==> src/rtl/mul_div_unit.sv <==
// Multicycle signed multiply (radix-2 Booth) / divide (restoring) engine for the Y/bus_out -> Z path.
// Latency: start sampled at edge k -> done and z outputs valid in the cycle after edge k+34, data independent.
// Backpressure: none; start is taken only in IDLE, ignored otherwise (not queued); clear aborts at once.
module mul_div_unit #(
   parameter int WIDTH = 32
) (
   input  logic             clock,
   input  logic             clear,
   input  logic             start,
   input  logic             op,
   input  logic [WIDTH-1:0] operand_a,
   input  logic [WIDTH-1:0] operand_b,
   output logic             busy,
   output logic             done,
   output logic             div_by_zero,
   output logic [WIDTH-1:0] z_high,
   output logic [WIDTH-1:0] z_low
);

   localparam int CW = $clog2(WIDTH) + 1;
   localparam int AW = 2 * WIDTH + 1;

   typedef enum logic [1:0] {
      IDLE = 2'd0,
      RUN  = 2'd1,
      FIX  = 2'd2,
      DONE = 2'd3
   } state_t;

   state_t           state_q, state_d;
   logic [CW-1:0]    cnt_q, cnt_d;
   // Shared accumulator.
   // Multiply: {A[2W:W+1], Q[W:1], q-1[0]}.
   // Divide:   {R[2W:W], Q[W-1:0]}.
   // After FIX both ops leave {z_high, z_low, 1'b0} here.
   logic [AW-1:0]    acc_q, acc_d;
   logic [WIDTH-1:0] m_q, m_d;      // multiplicand, or divisor magnitude
   logic [WIDTH-1:0] a_q, a_d;      // raw dividend, returned as remainder on divide-by-zero
   logic             op_q, op_d;
   logic             sa_q, sa_d;    // dividend sign
   logic             sb_q, sb_d;    // divisor sign
   logic             bz_q, bz_d;    // divisor was zero
   logic             busy_q, busy_d;
   logic             done_q, done_d;
   logic             dbz_q, dbz_d;
   logic [WIDTH-1:0] zh_q, zh_d;
   logic [WIDTH-1:0] zl_q, zl_d;

   // Next-state, datapath iteration and output-register loads.
   always_comb begin
      logic [WIDTH:0]   a_ext;
      logic [WIDTH:0]   m_ext;
      logic [WIDTH:0]   booth_sum;
      logic [WIDTH:0]   r_sh;
      logic [WIDTH:0]   trial;
      logic [WIDTH-1:0] q_mag;
      logic [WIDTH-1:0] r_mag;
      logic [WIDTH-1:0] q_fix;
      logic [WIDTH-1:0] r_fix;

      state_d   = state_q;
      cnt_d     = cnt_q;
      acc_d     = acc_q;
      m_d       = m_q;
      a_d       = a_q;
      op_d      = op_q;
      sa_d      = sa_q;
      sb_d      = sb_q;
      bz_d      = bz_q;
      done_d    = 1'b0;
      dbz_d     = dbz_q;
      zh_d      = zh_q;
      zl_d      = zl_q;

      // Booth step: sign-extend A and M to WIDTH+1 so the add or subtract can never
      // overflow (matters when M is the most negative value), then shift.
      a_ext     = {acc_q[AW-1], acc_q[AW-1:WIDTH+1]};
      m_ext     = {m_q[WIDTH-1], m_q};
      booth_sum = a_ext;
      case (acc_q[1:0])
         2'b01:   booth_sum = a_ext + m_ext;
         2'b10:   booth_sum = a_ext - m_ext;
         default: booth_sum = a_ext;
      endcase

      // Restoring step: shift remainder left, pull in the next dividend bit and trial-subtract.
      r_sh  = {acc_q[2*WIDTH-1:WIDTH], acc_q[WIDTH-1]};
      trial = r_sh - {1'b0, m_q};

      // Sign correction on the magnitude results.
      q_mag = acc_q[WIDTH-1:0];
      r_mag = acc_q[2*WIDTH-1:WIDTH];
      q_fix = (sa_q ^ sb_q) ? -q_mag : q_mag;
      r_fix = sa_q ? -r_mag : r_mag;
      if (bz_q) begin
         q_fix = '1;
         r_fix = a_q;
      end

      case (state_q)
         IDLE: begin
            if (start) begin
               op_d  = op;
               a_d   = operand_a;
               sa_d  = operand_a[WIDTH-1];
               sb_d  = operand_b[WIDTH-1];
               bz_d  = (operand_b == '0);
               cnt_d = CW'(WIDTH);
               if (!op) begin
                  m_d   = operand_b;
                  acc_d = {{WIDTH{1'b0}}, operand_a, 1'b0};
               end else begin
                  // Negating 0x80000000 yields the same bits, read as unsigned 2^31.
                  m_d   = operand_b[WIDTH-1] ? -operand_b : operand_b;
                  acc_d = {{(WIDTH+1){1'b0}},
                           (operand_a[WIDTH-1] ? -operand_a : operand_a)};
               end
               state_d = RUN;
            end
         end
         RUN: begin
            if (!op_q) begin
               acc_d = {booth_sum, acc_q[WIDTH:1]};
            end else if (trial[WIDTH]) begin
               acc_d = {r_sh, acc_q[WIDTH-2:0], 1'b0};
            end else begin
               acc_d = {trial, acc_q[WIDTH-2:0], 1'b1};
            end
            cnt_d = cnt_q - 1'b1;
            if (cnt_q == CW'(1)) begin
               state_d = FIX;
            end
         end
         FIX: begin
            if (op_q) begin
               acc_d = {r_fix, q_fix, 1'b0};
            end
            state_d = DONE;
         end
         DONE: begin
            zh_d    = acc_q[AW-1:WIDTH+1];
            zl_d    = acc_q[WIDTH:1];
            dbz_d   = op_q & bz_q;
            done_d  = 1'b1;
            state_d = IDLE;
         end
         default: state_d = IDLE;
      endcase

      busy_d = (state_d == RUN) || (state_d == FIX);
   end

   // State and output registers; clear overrides everything, including start.
   always_ff @(posedge clock) begin
      if (clear) begin
         state_q <= IDLE;
         cnt_q   <= '0;
         acc_q   <= '0;
         m_q     <= '0;
         a_q     <= '0;
         op_q    <= 1'b0;
         sa_q    <= 1'b0;
         sb_q    <= 1'b0;
         bz_q    <= 1'b0;
         busy_q  <= 1'b0;
         done_q  <= 1'b0;
         dbz_q   <= 1'b0;
         zh_q    <= '0;
         zl_q    <= '0;
      end else begin
         state_q <= state_d;
         cnt_q   <= cnt_d;
         acc_q   <= acc_d;
         m_q     <= m_d;
         a_q     <= a_d;
         op_q    <= op_d;
         sa_q    <= sa_d;
         sb_q    <= sb_d;
         bz_q    <= bz_d;
         busy_q  <= busy_d;
         done_q  <= done_d;
         dbz_q   <= dbz_d;
         zh_q    <= zh_d;
         zl_q    <= zl_d;
      end
   end

   assign busy        = busy_q;
   assign done        = done_q;
   assign div_by_zero = dbz_q;
   assign z_high      = zh_q;
   assign z_low       = zl_q;

endmodule

==> config.mk <==
export PLATFORM = sky130hd
export DESIGN_NAME = mul_div_unit
export DESIGN_NICKNAME = d
export VERILOG_FILES = /design/src/rtl/mul_div_unit.sv
export SDC_FILE = /design/constraint.sdc
export NUM_CORES = 1
export LEC_CHECK = 0
export CORE_ASPECT_RATIO = 0.9
export CORE_MARGIN = 2
export CORE_UTILIZATION = 30
export DETAILED_ROUTE_END_ITERATION = 6
export GPL_ROUTABILITY_DRIVEN = 0
export PLACE_DENSITY = 0.49
export SLEW_MARGIN = 25
export SYNTH_ARGS = -nofsm -noshare
export SYNTH_HDL_FRONTEND = slang
export SYNTH_SLANG_ARGS = --single-unit
export TNS_END_PERCENT = 20
==> constraint.sdc <==
create_clock -name clock -period 10 [get_ports clock]
set_input_delay 3 -clock clock [delete_from_list [all_inputs] [get_ports clock]]
set_output_delay 3 -clock clock [all_outputs]
set_load 0.01 [all_outputs]
==> results.cfg, run 1 <==
[outcome]
status = completed

[drt]
first_pass_iters = 6
drcViolationCount = 0
vias = 17200
vias_per_cell = 5.55
routed_wl_um = 63300
wire_per_inst_um = 20.5
ant_nets = 0
drtIter0Drc = 1614

[critical_path]
path_cells = inv_1 > ha_1 > inv_1 > fa_1 > a211oi_1 > o211ai_1 > nand4_1 > a21oi_1 > o21ai_0 > a21boi_0 > o21a_1 > o21ai_0 > nand2b_1 > ha_1 > buf_4 > nand2b_1 > o32ai_1 > a21oi_1 > o311a_1 > o31a_1 > o31ai_1 > o31ai_1 > o21ai_0
crit_fanout = 45
end_kind = flop
crit_slowest_cell = dfxtp_1
critPathArrivalTime_ns = 6.20
crit_required_ns = 10.44
crit_top_cell = o21ai_0
path_class = reg2reg
critPathLaunchType = flop
max_stage_delay_ns = 0.64

[clocking]
clk_latency_ns = 0.56
h-tree-depth = 1
holdBufCountCts = 0
cts_tree = built
cts_setup_buffers = 0
cts_sinks = 207
ctsLongestPathBuffers = 3
cts_root_buffer = clkbuf_16
cts_made_buffers = 26
clk_transition_reported_paths_ns = 0.06
ctsResizeCount = 0

[power]
internal_power_mw = 1.86
p_leak_nw = 7.13
p_per_area_nw_per_um2 = 150
comb_power_share_pct = 32.5
switching_power_mw = 1.09
clkPwrFrac_pct = 34.9
finalPower_mw = 2.96
power_frac_seq_pct = 32.6
switching_share_pct = 37.0
peakVddDrop_mv = 0.118

[place]
hpwl_um = 46600
io_buffers = 134
dp.cells = 3043
placed_cell_area_um2 = 18700
place_ws_ns = 3.74

[layout]
utilization_pct = 35.3
synthToLayoutAreaGrowth_pct = 16.2
drive_gt1_share_pct = 5.48
fin_area_um2 = 19700
final_nets = 2463
n_antenna_cell = 0
fin_cells = 3091

[grt]
grt_usage_pct = 21.1
grt_max_degree = 114
grt_pass1_wl_um = 97300
grt-ovfl-total = 0
antenna_found_initial = 0
grt_pass1_vias = 16000

[sta]
whs_ns = 0.455
fin_setup_tns_ns = 0
fin_crit_ns = 5.76
min_period_over_period_pct = 57.6
max_slew.worst_pin.slew_ns = 1.06
slew_headroom_pct = 29.3
layout_setup_ws_ns = 4.24
hold_violations = 0
fin_skew_ns = 0.0119
drv_slew = 0
rsz0062_at_grt = false
max_freq_mhz = 174
setup_viol = 0

[run]
cap_violations = 0

[synthesis]
ys.flop_type = dfxtp_1
postSynthCellCount = 2311
synth-seq-cells = 207
synth.distinct_cells = 85
synth_area_um2 = 16900
ys_seq_area_share_pct = 24.5
ys_async_sr_fraction_pct = 0
synth_warnings = 0
synth-edff-count = 0
syn_nets = 2459
avgSynthCellArea_um2 = 7.32

[floorplan]
die_w_um = 254
die_area_um2 = 58300
initial_core_util_pct = 30.4
fp.dieH_um = 229
coreArea_um2 = 55700
pin_count = 135
rows = 82

[min_path]
hold_class = reg2reg
==> critical path: cells and delay by family, from the launching register on <==
kind            cells  cell delay (ns)
fa+ha+maj           3             0.63
buf+inv             3             0.67
flops               1             0.64
compound gates     14             2.83
simple gates        3             0.81
==> kinds of logic after synthesis <==
| logic type | after synthesis | synth area share, % |
|---|---|---|
| xor+xnor | 156 | 8.07 |
| flops | 207 | 24.5 |
| simple gates | 763 | 21.0 |
| mux | 115 | 6.92 |
| compound gates | 733 | 27.8 |
| fa+ha+maj | 80 | 6.00 |
| buf+inv | 257 | 5.79 |
==> flip-flops by register name (all words and copies together) (netlist names) <==
register and cells:
busy 1, div_by_zero 1, sb_q 1, bz_q 1, op_q 1, cnt_q 6, a_q 32, done 1
z_low 32, z_high 32, m_q 32, state_q 2, acc_q 65
==> cells in the mapped netlist, types with 9 or more instances <==
cell | number | area, µm²
o31ai_1 | 37 | 278
xor2_1 | 66 | 578
nand2_1 | 234 | 878
nor2b_1 | 24 | 150
a22oi_1 | 25 | 188
o21ai_0 | 169 | 846
nand3_1 | 27 | 135
a211oi_1 | 66 | 495
nand2b_1 | 27 | 169
or4_1 | 14 | 105
o211ai_1 | 27 | 203
xnor2_1 | 90 | 788
nor2_1 | 266 | 998
mux2_2 | 16 | 180
buf_1 | 21 | 78.8
o22ai_1 | 21 | 131
nor3_1 | 66 | 330
o21a_1 | 21 | 158
nand4_1 | 13 | 81.3
o41ai_1 | 12 | 105
mux2i_1 | 99 | 991
clkbuf_1 | 156 | 586
a31oi_1 | 34 | 213
nor4_1 | 19 | 119
dfxtp_1 | 207 | 4140
inv_1 | 71 | 267
and2_1 | 9 | 56.3
ha_1 | 78 | 976
a311oi_1 | 19 | 166
a21o_1 | 27 | 203
or3_1 | 22 | 138
a21oi_1 | 190 | 951
==> power by group through the flow <==
stage,clock (mW),sequential [mW],combinational [mW]
6_report,1.03,0.963,0.961
5_1_grt,1.09,0.971,1.06
4_1_cts,1.06,0.961,0.953
3_5_place_dp,0,0.980,0.950
3_3_place_gp,0,0.978,0.942
2_1_floorplan,0,0.925,0.713
==> final timing paths <==
| check | start | endpoint | slack [ns] | cells past startpoint |
|---|---|---|---|---|
| worst max-delay path | acc_q[31] | acc_q[63] | 4.24 | 23 |
| worst min-delay path | a_q[17] | a_q[17] | 0.46 | 2 |
| worst max register to register | acc_q[31] | acc_q[63] | 4.24 | 23 |
| worst min register to register | a_q[17] | a_q[17] | 0.46 | 2 |
==> final cells by class <==
class,instances,area [µm²]
fillers,5923,36000
multi-input cells,1847,11800
flip-flops and latches,207,4150
repair buffers,160,1540
well taps,756,946
clock buffers,35,776
inverters,73,274
clock inverters,13,153
==> cell usage in the layout, fill, tap and decap left out, types with 66 or more instances in the layout <==
cell type and instances:
inv_1 70, xnor2_1 90, xor2_1 66, nor2_1 266
nand2_1 234, mux2i_1 99, clkdlybuf4s50_1 133, a211oi_1 66
o21ai_0 169, dfxtp_1 205, ha_1 76, a21oi_1 190
==> layer usage <==
metal | global-route usage (%) | share of wire (%) | wire (µm)
met4 | 4.69 | 2.0 | 1290
met1 | 31.2 | 48 | 30500
met3 | 2.61 | 6.2 | 3960
met2 | 32.5 | 44 | 27600
met5 | 0 | 0 | 0
No activity file was read; power rests on OpenSTA's default activity.
==> inputs of run 2 (changes only) <==
--- a/config.mk
+++ b/config.mk
@@ -10,7 +10,7 @@
 export CORE_UTILIZATION = 30
 export DETAILED_ROUTE_END_ITERATION = 6
 export GPL_ROUTABILITY_DRIVEN = 0
-export PLACE_DENSITY = 0.49
+export PLACE_DENSITY = 0.5
 export SLEW_MARGIN = 25
 export SYNTH_ARGS = -nofsm -noshare
 export SYNTH_HDL_FRONTEND = slang
==> constraint.sdc (replaced) <==
create_clock -name clock -period 4.68 [get_ports clock]
set_input_delay 1.404 -clock clock [delete_from_list [all_inputs] [get_ports clock]]
set_output_delay 1.404 -clock clock [all_outputs]
set_load 0.01 [all_outputs]
==> run 2 against run 1 <==
- design area grew 3.7%
- setup slack worse by 4.0 ns
- first-iteration DRC count shrank 7.2%
- global-route usage up 0.52 points
- critical path depth shrank 7
- cell count up 2.6%
- flip-flop and latch count unchanged
- worst hold slack gained 0.0045 ns
- largest cell class unchanged
==> results.cfg, run 2 (same netlist as run 1, synthesis figures left out) <==
[outcome]
status = completed

[clocking]
cts_root_buffer = clkbuf_16
h-tree-depth = 1
clk_latency_ns = 0.58
clk_transition_reported_paths_ns = 0.06
ctsLongestPathBuffers = 3
cts_tree = built
cts_sinks = 207
cts_setup_buffers = 0
cts_made_buffers = 28

[critical_path]
critPathArrivalTime_ns = 4.86
path_class = reg2reg
end_kind = flop
critPathLaunchType = flop
crit_fanout = 4
crit_required_ns = 5.14

[grt]
grt_pass1_wl_um = 99200
grt_usage_pct = 21.7
grt_max_degree = 69
grt_pass1_vias = 16300
grt-ovfl-total = 0
antenna_found_initial = 4

[layout]
regMostFlops = acc_q
largest_reg_flops = 65
drive_gt1_share_pct = 8.78
synthToLayoutAreaGrowth_pct = 20.5
final_common_cell = nor2_1
utilization_pct = 36.6
n_antenna_cell = 0
final_nets = 2543
fin_cells = 3171
mostFrequentLayoutCells = 266 x nor2_1, 234 x nand2_1, 205 x dfxtp_1

[sta]
hold_violations = 0
max_freq_mhz = 228
rsz0062_at_grt = false
slew_headroom_pct = 34.4
fin_setup_tns_ns = 0
min_period_over_period_pct = 93.9
whs_ns = 0.460
drv_slew = 0
fin_skew_ns = 0.0169
setup_viol = 0
fin_crit_ns = 4.39
max_slew.worst_pin.slew_ns = 0.984

[floorplan]
die_area_um2 = 58300
pin_count = 135
die_w_um = 254
fp.dieH_um = 229
rows = 82
initial_core_util_pct = 30.4
coreArea_um2 = 55700

[drt]
wire_per_inst_um = 20.5
drcViolationCount = 0
routed_wl_um = 65100
ant_nets = 0
first_pass_iters = 5
drtIter0Drc = 1498
vias_per_cell = 5.54
vias = 17600

[power]
finalPower_mw = 6.58
p_per_area_nw_per_um2 = 322
p_leak_nw = 7.57
peakVddDrop_mv = 0.272

[place]
dp.cells = 3121
io_buffers = 134
hpwl_um = 48700

[min_path]
hold_class = reg2reg

[run]
cap_violations = 0
-- run 2: layout make-up --
type	count	area [µm²]
Tap cell	756	946
Fill cell	5825	35300
Multi-Input combinational cell	1847	11900
Inverter	73	274
Timing Repair Buffer	238	2160
Sequential cell	207	4150
Clock buffer	31	732
Clock inverter	19	278
-- run 2: worst max-delay path: stages (launching register included) --
cell and delay [ns]:
dfxtp_1 0.34, or4_1 0.59, nor4_2 0.23, nand2_1 0.17
nor2_1 0.17, nor2_1 0.07, xnor2_1 0.13, ha_1 0.30
and2_1 0.18, a311o_1 0.35, o221a_2 0.26, a311oi_2 0.31
a21boi_1 0.22, a2111oi_4 0.40, o31ai_1 0.15, xnor2_1 0.15
o41ai_1 0.28
-- run 2: per-stage QoR --
stage	area [µm²]	setup WS, ns
floorplan	16900	0.573
global placement	19400	0.334
detailed placement	19400	0.262
CTS	20400	0.239
global route	20400	0.0213
finish	20400	0.287
-- run 2: what timing repair did --
action,4_1_cts,5_1_grt
resized for setup,0,6
endpoints found under the setup margin,0,4
hold buffers,0,0
-- run 2: final timing paths --
check	startpoint	endpoint	slack [ns]	cells past startpoint
max	m_q[10]	acc_q[64]	0.29	16
min	a_q[28]	a_q[28]	0.46	2
min reg2reg	a_q[28]	a_q[28]	0.46	2
max reg2reg	m_q[10]	acc_q[64]	0.29	16
-- run 2: layer usage --
metal	vias to the layer above	track usage [%]	part of all wire, %	routed length, µm
li1	8524	-	-	-
met1	8330	31.8	47	30800
met2	619	32.8	43	28100
met3	99	3.30	7.1	4640
met4	4	5.40	2.3	1530
met5	-	0	0.052	34
-- run 2: power breakdown --
part | leakage, nW | total [mW] | switching (mW) | internal [mW]
Sequential | 1.69 | 2.04 | 0.173 | 1.87
Clock | 0.485 | 2.38 | 0.918 | 1.46
Combinational | 5.39 | 2.16 | 1.31 | 0.848
Total | 7.57 | 6.58 | 2.40 | 4.18
